## src/rtl/sdram_cmd_arbiter.sv

```systemverilog
// SDRAM command bus arbiter: holds the pins on sdram_init until init_end,
// then grants the bus to refresh, write or read (fixed priority) one at a time.
module sdram_cmd_arbiter #(
    parameter int          ADDR_W  = 11,
    parameter int          DATA_W  = 16,
    parameter logic [3:0]  NOP_CMD = 4'b0111
) (
    input  logic              sys_clk,
    input  logic              sys_rst_n,
    input  logic [3:0]        init_cmd,
    input  logic [1:0]        init_ba,
    input  logic [ADDR_W-1:0] init_addr,
    input  logic              init_end,
    input  logic              aref_req,
    input  logic [3:0]        aref_cmd,
    input  logic [1:0]        aref_ba,
    input  logic [ADDR_W-1:0] aref_addr,
    input  logic              aref_end,
    input  logic              wr_req,
    input  logic [3:0]        wr_cmd,
    input  logic [1:0]        wr_ba,
    input  logic [ADDR_W-1:0] wr_addr,
    input  logic              wr_sdram_en,
    input  logic [DATA_W-1:0] wr_data,
    input  logic              wr_end,
    input  logic              rd_req,
    input  logic [3:0]        rd_cmd,
    input  logic [1:0]        rd_ba,
    input  logic [ADDR_W-1:0] rd_addr,
    input  logic              rd_end,
    output logic              aref_en,
    output logic              wr_en,
    output logic              rd_en,
    output logic              sdram_cke,
    output logic              sdram_cs_n,
    output logic              sdram_ras_n,
    output logic              sdram_cas_n,
    output logic              sdram_we_n,
    output logic [1:0]        sdram_ba,
    output logic [ADDR_W-1:0] sdram_addr,
    output logic [DATA_W-1:0] sdram_dq_out,
    output logic              sdram_dq_oe
);

    localparam logic [2:0] IDLE  = 3'd0;
    localparam logic [2:0] ARBIT = 3'd1;
    localparam logic [2:0] AREF  = 3'd2;
    localparam logic [2:0] WRITE = 3'd3;
    localparam logic [2:0] READ  = 3'd4;

    logic [2:0] state, next_state;
    logic [3:0] cmd;

    // Grants are registered from next_state so each one tracks its state exactly.
    always_ff @(posedge sys_clk or negedge sys_rst_n) begin
        if (!sys_rst_n) begin
            state     <= IDLE;
            aref_en   <= 1'b0;
            wr_en     <= 1'b0;
            rd_en     <= 1'b0;
            sdram_cke <= 1'b0;
        end else begin
            state     <= next_state;
            aref_en   <= (next_state == AREF);
            wr_en     <= (next_state == WRITE);
            rd_en     <= (next_state == READ);
            sdram_cke <= 1'b1;
        end
    end

    always_comb begin
        next_state = state;
        case (state)
            IDLE:    if (init_end) next_state = ARBIT;
            ARBIT: begin
                if (aref_req)    next_state = AREF;
                else if (wr_req) next_state = WRITE;
                else if (rd_req) next_state = READ;
            end
            AREF:    if (aref_end) next_state = ARBIT;
            WRITE:   if (wr_end)   next_state = ARBIT;
            READ:    if (rd_end)   next_state = ARBIT;
            default: next_state = IDLE;
        endcase
    end

    // Pins are idle while reset is held, even though state already reads IDLE.
    always_comb begin
        cmd          = NOP_CMD;
        sdram_ba     = 2'b11;
        sdram_addr   = '1;
        sdram_dq_out = '0;
        sdram_dq_oe  = 1'b0;
        if (sys_rst_n) begin
            case (state)
                IDLE: begin
                    cmd        = init_cmd;
                    sdram_ba   = init_ba;
                    sdram_addr = init_addr;
                end
                AREF: begin
                    cmd        = aref_cmd;
                    sdram_ba   = aref_ba;
                    sdram_addr = aref_addr;
                end
                WRITE: begin
                    cmd          = wr_cmd;
                    sdram_ba     = wr_ba;
                    sdram_addr   = wr_addr;
                    sdram_dq_out = wr_data;
                    sdram_dq_oe  = wr_sdram_en;
                end
                READ: begin
                    cmd        = rd_cmd;
                    sdram_ba   = rd_ba;
                    sdram_addr = rd_addr;
                end
                default: ;
            endcase
        end
    end

    assign {sdram_cs_n, sdram_ras_n, sdram_cas_n, sdram_we_n} = cmd;

endmodule
```

## config.mk

```make
export PLATFORM = sky130hd
export DESIGN_NAME = sdram_cmd_arbiter
export DESIGN_NICKNAME = d
export VERILOG_FILES = /design/src/rtl/sdram_cmd_arbiter.sv
export SDC_FILE = /design/constraint.sdc
export NUM_CORES = 1
export LEC_CHECK = 0
export ABC_AREA = 1
export ABC_CLOCK_PERIOD_IN_PS = 2060
export BUFFER_PORTS_ARGS = -buffer_cell sky130_fd_sc_hd__buf_2
export CORE_MARGIN = 2
export CORE_UTILIZATION = 30
export DETAILED_ROUTE_END_ITERATION = 10
export HOLD_SLACK_MARGIN = 0.08
export PLACE_DENSITY = 0.75
export REMOVE_ABC_BUFFERS = 1
export SYNTH_ARGS = -nofsm -noshare
export SYNTH_HDL_FRONTEND = slang
export SYNTH_SLANG_ARGS = --single-unit
```

## constraint.sdc

```tcl
create_clock -name sys_clk -period 2.06 [get_ports sys_clk]
set_clock_uncertainty 0.2 [all_clocks]
set_input_delay 0.206 -clock sys_clk [delete_from_list [all_inputs] [get_ports sys_clk]]
set_output_delay 0.206 -clock sys_clk [all_outputs]
set_load 0.02 [all_outputs]
```

### After elaboration in Yosys (flattened, before gate mapping)

Cells that the tools add are included.

| word-level totals | value |
|---|---|
| bits in registers | 7 |
| input bits | 94 |
| output and inout port bits | 38 |
| word-level logic and storage cells | 31 |

| cells by class | value |
|---|---|
| equal/unequal tests | 7 |
| mux-type cells | 18 |
| reductions and logical operators | 1 |

Operator list:

| operator | number |
|---|---|
| case mux 11 bit (4 select lines) | 1 |
| two-way mux 16 bit | 2 |
| two-way mux 3 bit | 7 |
| case mux 4 bit (4 select lines) | 1 |
| case mux 3 bit (5 select lines) | 1 |
| == test 3 x 2 -> 1 bit, second input constant | 4 |
| two-way mux 11 bit | 1 |
| case mux 2 bit (4 select lines) | 1 |
| == test 3 bit, second input constant | 2 |
| two-way mux 4 bit | 1 |
| == test 3 x 1 -> 1 bit, second input constant | 1 |
| zero test 3 bit | 1 |
| two-way mux 1 bit | 2 |
| two-way mux 2 bit | 1 |

### Logic depth before layout (Yosys ltp)

Gate-level depths: netlist (run 1).

| depth | value |
|---|---|
| word-level depth | 5 |
| mapped depth | 8 |

### Worst setup path before layout (run 1)

No wires, ideal clock.

| timing path | value |
|---|---|
| path type | reg-to-output |
| start point | register state[2] |
| end point | output port sdram_cs_n |
| arrival | 1.306 ns |
| required time | 1.654 ns |
| path slack | 0.348 ns |
| cell stages (with the launch flop) | 9 |
| cells stage by stage | dfrtp_1 > buf_6 > clkinv_2 > nand2_2 > nor2_2 > nand2_1 > nand2_1 > nor2_1 > nor2_1 |

| on the way | value |
|---|---|
| word-level cells in the longest chain between the ends | 3 |

RTL lines:

| element | RTL line | RTL |
|---|---|---|
| start: declaration | 51 | `logic [2:0] state, next_state;` |
| start signal: assignment | 63 | `state <= next_state;` |
| == test 3 bit (tied with other cells) | 95 | `case (state)` |
| case mux 4 bit (4 select lines) (*) | 95 |  |
| two-way mux 4 bit (*) | 94 | `if (sys_rst_n) begin` |
| end: declaration | 35 | `output logic sdram_cs_n,` |

Every way passes the cells marked *; elsewhere a longest branch is shown, timed or not.

### Worst setup path after layout (run 1)

| timing path | value |
|---|---|
| start point | register state[2] |
| end point | output port sdram_ras_n |

| on the way | value |
|---|---|
| word-level cells in the longest chain between the ends | 3 |

RTL lines:

| element | RTL line | RTL |
|---|---|---|
| == test 3 bit (tied with other cells) | 95 |  |
| case mux 4 bit (4 select lines) (*) | 95 |  |
| two-way mux 4 bit (*) | 94 |  |
| end: declaration | 36 | `output logic sdram_ras_n,` |

Marked as above.

==> results of run 1 <==
-- critical path: cells and delay by family, from the launching register on --
family	cells	cell delay [ps]
buffers and inverters	2	300
AND/OR/NAND/NOR	5	550
flip-flops	1	450
-- per-layer routing --
metal	up-vias	routed length (um)
met5	-	0
met3	4	272
met2	65	2050
met1	773	1590
li1	998	-
met4	0	28
-- sequential cells by signal (all words and copies together), names as in the netlist --
| signal | count |
|---|---|
| sdram_cke | 1 |
| aref_en | 1 |
| state | 3 |
| rd_en | 1 |
| wr_en | 1 |
-- synth_stat cells (all sizes together) --
library cell | number | share of area (%)
nand2 | 83 | 28
nor2 | 69 | 23
inv | 53 | 16
nand3 | 20 | 8.2
dfrtp | 7 | 14
buf | 6 | 4.9
a21oi | 4 | 1.6
o21ai | 3 | 1.2
and2 | 2 | 1.0
clkinv | 1 | 0.41
conb | 1 | 0.31
nor3 | 1 | 0.41
o21bai | 1 | 0.62
-- final cells by class --
type	instances	area, sq um
fill	438	1900
inverter	54	206
clock buffer	4	45.0
timing repair buffer	140	759
sequential	7	179
multi-input combinational	184	790
tap	50	62.6
-- worst max path at each step --
stage                         end     start  slack [ps]
floorplan           sdram_addr[0]  state[2]         210
global placement    sdram_addr[1]  state[2]         210
detailed placement  sdram_addr[1]  state[2]         150
CTS                   sdram_ba[0]  state[0]          40
global route        sdram_addr[3]  state[2]          -4
finish                sdram_ras_n  state[2]         130
-- logic make-up (layout without fill, tap and decap cells) --
logic type / Yosys count / after routing / share of synthesized area, %
simple gates: 175 / 175 / 60.2
buf+inv: 60 / 198 / 21.7
flops: 7 / 7 / 14.4
other cells: 1 / 1 / 0.308
compound gates: 8 / 8 / 3.49
-- power groups by stage --
| stage | logic [mW] | clock network (mW) | registers, mW |
|---|---|---|---|
| 2_1_floorplan | 0.929 | 0 | 0.242 |
| 3_3_place_gp | 1.37 | 0 | 0.224 |
| 3_5_place_dp | 1.38 | 0 | 0.227 |
| 4_1_cts | 1.51 | 0.190 | 0.229 |
| 5_1_grt | 1.73 | 0.202 | 0.241 |
| 6_report | 1.53 | 0.183 | 0.233 |
-- repair_timing --
| action | in CTS | in global routing |
|---|---|---|
| resized for setup | 2 | 8 |
| hold buffers | 1 | 0 |
| endpoints found under the hold margin | 7 | 0 |
| endpoints found under the setup margin | 34 | 20 |
| pin swaps | 1 | 0 |
| buffers inserted | 4 | 3 |
-- stage by stage --
step | area (sq um) | hold slack (ps) | setup TNS [ps] | std cells | utilization [%]
after floorplan | 1160 | -290 | 0 | 245 | -
after global placement | 1880 | -113 | 0 | 427 | 47.8
after detailed placement | 1880 | -111 | 0 | 427 | 47.8
after CTS | 2000 | 107 | 0 | 436 | 50.7
after global routing | 2040 | 121 | -5.40 | 439 | 51.8
final | 2040 | 103 | 0 | 439 | 51.8
==> results_dict.tcl, run 1 <==
set metrics [dict create \
    setup_viol 0 \
    cts.htree.levels 1 \
    post_drt_wl_per_cell_um 8.98 \
    setup_ws_ps 128 \
    antenna_cells 0 \
    rr_startpoint "state[0]" \
    regToRegEndpoint "aref_en" \
    grtUsageTotal_pct 16.3 \
    cts_buffers 3 \
    die_x_um 67.7 \
    ys_types 19 \
    maxSlewViolCount 0 \
    nets 484 \
    whs_path_depth 4 \
    drv_cap 0 \
    syn_inst 251 \
    swShare_pct 53.4 \
    routed_wl_mm 3.94 \
    slowest_stage "dfrtp_2" \
    dp_slack_ps 155 \
    peakVddDrop_v 0.000513 \
    crit_path_end_kind "primary output" \
    drt-vias-per-instance 4.19 \
    cts_tree "done" \
    cp.required_ps 1650 \
    power_density_nw_per_um2 953 \
    ff2ff_setup_slack_ps 610 \
    mostFrequentLayoutCell "buf_2" \
    power.total_mw 1.95 \
    grt_use_met3_pct 1.50 \
    period_share_pct 93.8 \
    die_height_um 67.7 \
    dieArea_sq_um 4590 \
    pwr-share-seq_pct 12.0 \
    drive_above_1_share_pct 40.6 \
    syn2layout_area_growth_pct 67.6 \
    io_pins 132 \
    drc_errors 0 \
    clock_sinks 7 \
    grt_pass1_vias 1591 \
    cpPeakStageDelay_ps 450 \
    netlist_area_sq_um 1220 \
    grt_max_degree 18 \
    reg2reg_depth 7 \
    finalCriticalPeriod_ps 1930 \
    hp-start "aref_req" \
    max_freq_mhz 518 \
    clk_pin_slew_ps 40 \
    hold_violations 0 \
    start_util_pct 30.9 \
    path_class "reg2out" \
    hp-class "in2reg" \
    p_sw_mw 1.04 \
    clock_path_buffers 2 \
    place_congestion 0.764 \
    startpoint_type "flop" \
    path_cells "clkinv_2, nand2_2, nand2_1, nand2_4, nor2_1, nand3_1, buf_2" \
    critPathMaxFanout 17 \
    grt_util_met2_pct 31.1 \
    busiest_layer "met2" \
    grt_pass1_wl_mm 6.04 \
    fp.coreArea_sq_um 3940 \
    detail_route.iter0.violations 41 \
    cts_root_buffer "clkbuf_8" \
    hpwl_mm 3.21 \
    hold-path-endpoint "state[0]" \
    clkLatencyLatePin_ps 220 \
    internal-power_uw 907 \
    p_comb_share_pct 78.6 \
    route.vias.total 1840 \
    grt_use_met1_pct 19.1 \
    synth_seq_area_share_pct 14.4 \
    firstDrtPassIters 4 \
    grt-ovfl-total 0 \
    power_frac_clock_pct 9.4 \
    io_buffers 131 \
    postRouteAntennaNets 0 \
    cellLeakagePower_nw 1.35 \
    status "finished clean" \
    ys_ff_latch 7 \
    syn_area_per_cell_sq_um 4.86 \
    final_cell_mix "buf_2 (129), nand2_1 (79), nor2_1 (63)" \
    yosysWarnings 0 \
    rows 23 \
    worst_ep_arrival_time_ps 1530 \
    antenna_found_initial 0 \
]
No activity file was read; power rests on OpenSTA's default activity.
==> inputs of run 2 (changes only) <==
- SETUP_SLACK_MARGIN: default -> 0.4
==> results_dict.tcl, run 2 (synthesis gave the netlist of run 1 again) <==
set metrics [dict create \
    io_buffers 131 \
    firstDrtPassIters 4 \
    path_class "reg2out" \
    clkLatencyLatePin_ps 220 \
    cts.htree.levels 1 \
    hpwl_mm 3.21 \
    power.total_mw 2.40 \
    route.vias.total 1963 \
    fill_cells 409 \
    grt_pass1_wl_mm 7.07 \
    largest_reg_flops 3 \
    clk_pin_slew_ps 40 \
    routed_wl_mm 4.65 \
    final_cells 446 \
    fp.coreArea_sq_um 3940 \
    dp_slack_ps 155 \
    setup_ws_ps 135 \
    detail_route.iter0.violations 42 \
    power_density_nw_per_um2 1010 \
    violations "negative hold slack" \
    die_height_um 67.7 \
    finalCriticalPeriod_ps 1920 \
    postRouteAntennaNets 0 \
    slowest_stage "dfrtp_2" \
    place_congestion 0.764 \
    io_pins 132 \
    peakVddDrop_v 0.000539 \
    maxSlewViolCount 0 \
    period_share_pct 93.4 \
    antenna_found_initial 0 \
    cellLeakagePower_nw 1.43 \
    drv_cap 0 \
    cts_root_buffer "clkbuf_8" \
    drc_errors 0 \
    reg2reg_depth 7 \
    clock_path_buffers 2 \
    mostFrequentLayoutCell "buf_2" \
    status "finished with violations" \
    start_util_pct 30.9 \
    syn2layout_area_growth_pct 94.9 \
    multi_input_area_sq_um 968 \
    final_cell_mix "buf_2 (98), nand2_1 (72), inv_1 (50)" \
    crit_path_end_kind "primary output" \
    regArea_sq_um 179 \
    rsz0062_at_grt "yes" \
    max_freq_mhz 520 \
    dieArea_sq_um 4590 \
    critPathMaxFanout 17 \
    ff2ff_setup_slack_ps 540 \
    cts_tree "done" \
    holdWs_ps -291 \
    top_register "state" \
    rr_startpoint "state[0]" \
    grt_max_degree 18 \
    hp-class "in2async" \
    rows 23 \
    startpoint_type "flop" \
    drt-vias-per-instance 4.40 \
    regToRegEndpoint "aref_en" \
    dp_cells 427 \
    antenna_cells 0 \
    worst_ep_arrival_time_ps 1520 \
    final.setup.tns_ps 0 \
    grt-ovfl-total 0 \
    grt_pass1_vias 1762 \
    grtUsageTotal_pct 19.4 \
    cp.required_ps 1650 \
    die_x_um 67.7 \
    nets 491 \
    path_cells "buf_6, nor2_4, buf_12, nand2_8, nor2_1, buf_4" \
    cpPeakStageDelay_ps 450 \
    hold_violations 7 \
    drive_above_1_share_pct 51.0 \
    cts_buffers 3 \
    post_drt_wl_per_cell_um 10.4 \
    clock_sinks 7 \
    setup_viol 0 \
]
[run 2: changes by cell type in the layout (fill, tap and decap cells not counted), moves of 2 or more]
cell	before	now
buf_2	129	98
buf_4	6	34
nand3_2	0	5
nor2_4	3	9
nand2_2	1	6
nor2_1	63	44
a21oi_1	4	1
nand2_8	0	2
nand3_1	20	15
buf_6	1	11
nand2_1	79	72
nor2_2	3	17
a21oi_2	0	3
[run 2: power by group]
group | leakage [nW] | switching, mW | internal, mW
combinational | 1.32 | 1.14 | 0.843
clock | 0.0228 | 0.0514 | 0.133
sequential | 0.0864 | 0.0450 | 0.182
[run 2: per-stage QoR]
stage	instance area, sq um	util, %
after floorplan	1160	-
after global placement	1880	47.8
after detailed placement	1880	47.8
after CTS	2250	57.0
after global routing	2370	60.2
final	2370	60.2
[run 2: layout make-up]
class                      instances  area share [%]
timing repair buffer             145            38.3
clock buffer                       4            1.90
tap                               50            2.63
inverter                          54            8.85
sequential                         7            7.53
multi-input combinational        186            40.8
[run 2: how the worst max path moves through the flow]
stage	start	to	slack, ps	depth (start not counted)
6_report	state[2]	sdram_dq_out[14]	140	6
5_1_grt	state[1]	sdram_addr[9]	70	9
4_1_cts	state[0]	sdram_addr[1]	190	7
3_5_place_dp	state[2]	sdram_addr[1]	150	7
3_3_place_gp	state[2]	sdram_addr[1]	210	7
2_1_floorplan	state[2]	sdram_addr[0]	210	6
[run 2: layer usage]
layer  share of wire, %  up-vias  track usage [%]
li1                   -     1018                -
met1                 38      865             22.5
met2                 55       74             36.5
met3                5.8        6             2.50
met4               0.95        0             5.87
met5                  0        -                0
[run 2: critical path: cells and delay by family, from the launching register on]
family,cells,cell delay (ps)
buffers and inverters,3,440
DFF,1,450
and+or+nand+nor,3,390
[run 2: timing repair]
action                     4_1_cts  5_1_grt
pin swaps                        4        7
hold endpoints to repair         7        7
setup endpoints to repair       34       34
gates resized for setup         62       38
buffers inserted                12        0
gates cloned                     3        0
==> inputs of run 3 (changes only) <==
- CORE_UTILIZATION: 30 -> 38
- PLACE_DENSITY: 0.75 -> 0.91
==> results_dict.tcl, run 3 (synthesis gave the netlist of run 1 again) <==
set metrics [dict create \
    status "finished clean" \
    start_util_pct 39.9 \
    hold_violations 0 \
    antenna_cells 0 \
    cts_tree "done" \
    postRouteAntennaNets 0 \
    path_class "reg2out" \
    grt_pass1_wl_mm 7.26 \
    pwr-share-seq_pct 9.3 \
    swShare_pct 53.0 \
    final_cells 450 \
    drt-vias-per-instance 4.75 \
    antenna_found_initial 0 \
    routed_wl_mm 6.04 \
    cts_buffers 3 \
    route.vias.total 2138 \
    startpoint_type "flop" \
    rows 20 \
    hpwl_mm 3.21 \
    power_frac_clock_pct 4.7 \
    largest_reg_flops 3 \
    rr_startpoint "state[1]" \
    grt-ovfl-total 0 \
    drv_cap 0 \
    cts.htree.levels 1 \
    setup_viol 0 \
    hp-start "wr_req" \
    worst_ep_arrival_time_ps 1640 \
    syn2layout_area_growth_pct 110 \
    fp.coreArea_sq_um 3050 \
    hold-path-endpoint "state[2]" \
    drive_above_1_share_pct 55.2 \
    hp-class "in2reg" \
    finalCriticalPeriod_ps 2050 \
    io_pins 132 \
    clk_pin_slew_ps 60 \
    cts_root_buffer "clkbuf_4" \
    grt_max_degree 18 \
    die_height_um 60.6 \
    final_cell_mix "buf_2 (102), nand2_1 (59), nor2_1 (51)" \
    grtUsageTotal_pct 25.6 \
    firstDrtPassIters 4 \
    power_density_nw_per_um2 1050 \
    dpl_cell_area_sq_um 1880 \
    clkLatencyLatePin_ps 260 \
    power.total_mw 2.69 \
    p_sw_mw 1.43 \
    max_freq_mhz 488 \
    dieArea_sq_um 3680 \
    fill_cells 196 \
    nets 501 \
    drc_errors 0 \
    clock_path_buffers 2 \
    mostFrequentLayoutCell "buf_2" \
    internal-power_mw 1.27 \
    post_drt_wl_per_cell_um 13.4 \
    whs_path_depth 4 \
    cellLeakagePower_nw 1.56 \
    final_area_sq_um 2560 \
    top_register "state" \
    period_share_pct 99.4 \
    clock_sinks 7 \
    ff2ff_setup_slack_ps 490 \
    maxSlewViolCount 0 \
    critPathMaxFanout 16 \
    peakVddDrop_v 0.000652 \
    rsz0062_at_grt "yes" \
    io_buffers 131 \
    regToRegEndpoint "aref_en" \
    dp_cells 421 \
    crit_path_end_kind "primary output" \
    cp-startpoint "state[0]" \
    reg2reg_depth 8 \
    die_x_um 60.6 \
    detail_route.iter0.violations 111 \
    place_congestion 0.867 \
    cp.required_ps 1650 \
    p_comb_share_pct 86.0 \
    grt_pass1_vias 1734 \
]
[run 3: cell types whose count changed in the layout (fill, tap and decap cells not counted), sizes merged]
cell | previous run | this run
clkbuf | 4 | 3
nor2 | 70 | 69
dlygate4sd3 | 0 | 3
buf | 145 | 152
nand2 | 84 | 85
clkinv | 1 | 2
[run 3: repair_timing]
action / CTS / global route
resized for setup: 69 / 63
hold buffers: 2 / 1
setup buffers: 15 / 4
hold endpoints to repair: 10 / 7
gates cloned: 2 / 1
pin swaps: 12 / 14
endpoints found under the setup margin: 34 / 34
[run 3: area by class of cell]
type | count | area, sq um | area share [%]
well taps | 44 | 55.1 | 2.15
multi-input cells | 186 | 1030 | 40.0
inverters | 54 | 213 | 8.29
clock inverters | 1 | 5.00 | 0.195
repair buffers | 155 | 1060 | 41.5
flip-flops and latches | 7 | 179 | 6.98
clock buffers | 3 | 22.5 | 0.878
[run 3: worst max-delay path: stages, from the launching register on]
cell	delay, ps
dfrtp_2	490
inv_4	110
nand2_4	80
nor2_4	130
buf_12	150
nand2_1	100
nand2_1	100
inv_1	60
nand3_2	60
buf_6	110
[run 3: power by group through the flow]
stage | Clock [mW] | Sequential, mW | Combinational [mW]
CTS | 0.132 | 0.235 | 1.94
finish | 0.126 | 0.249 | 2.32
global placement | 0 | 0.224 | 1.36
detailed placement | 0 | 0.226 | 1.37
global route | 0.139 | 0.252 | 2.46
floorplan | 0 | 0.242 | 0.929
[run 3: layer usage]
metal	wire length (um)	vias up	share of wire, %	track usage [%]
met1	2120	964	35	27.5
met2	3270	111	54	50.5
li1	-	1040	-	-
met4	212	0	3.5	8.39
met5	0	-	0	0
met3	434	23	7.2	3.62
[run 3: worst max-delay path by stage]
stage | end | slack (ps) | depth (start not counted)
after floorplan | sdram_addr[0] | 210 | 6
after detailed placement | sdram_addr[3] | 120 | 7
after CTS | sdram_addr[1] | 120 | 7
after global placement | sdram_addr[1] | 190 | 7
after global routing | sdram_ras_n | -40 | 9
final | sdram_ras_n | 10 | 9
[run 3: metrics by stage]
step | setup WS, ps | hold WS, ps | setup TNS, ps | util, %
5_1_grt | -39.9 | 113 | -142 | 84.0
3_5_place_dp | 119 | -109 | 0 | 61.5
2_1_floorplan | 206 | -290 | 0 | -
4_1_cts | 120 | -369 | 0 | 75.6
3_3_place_gp | 191 | -115 | 0 | 61.5
6_report | 12.8 | 107 | 0 | 84.0
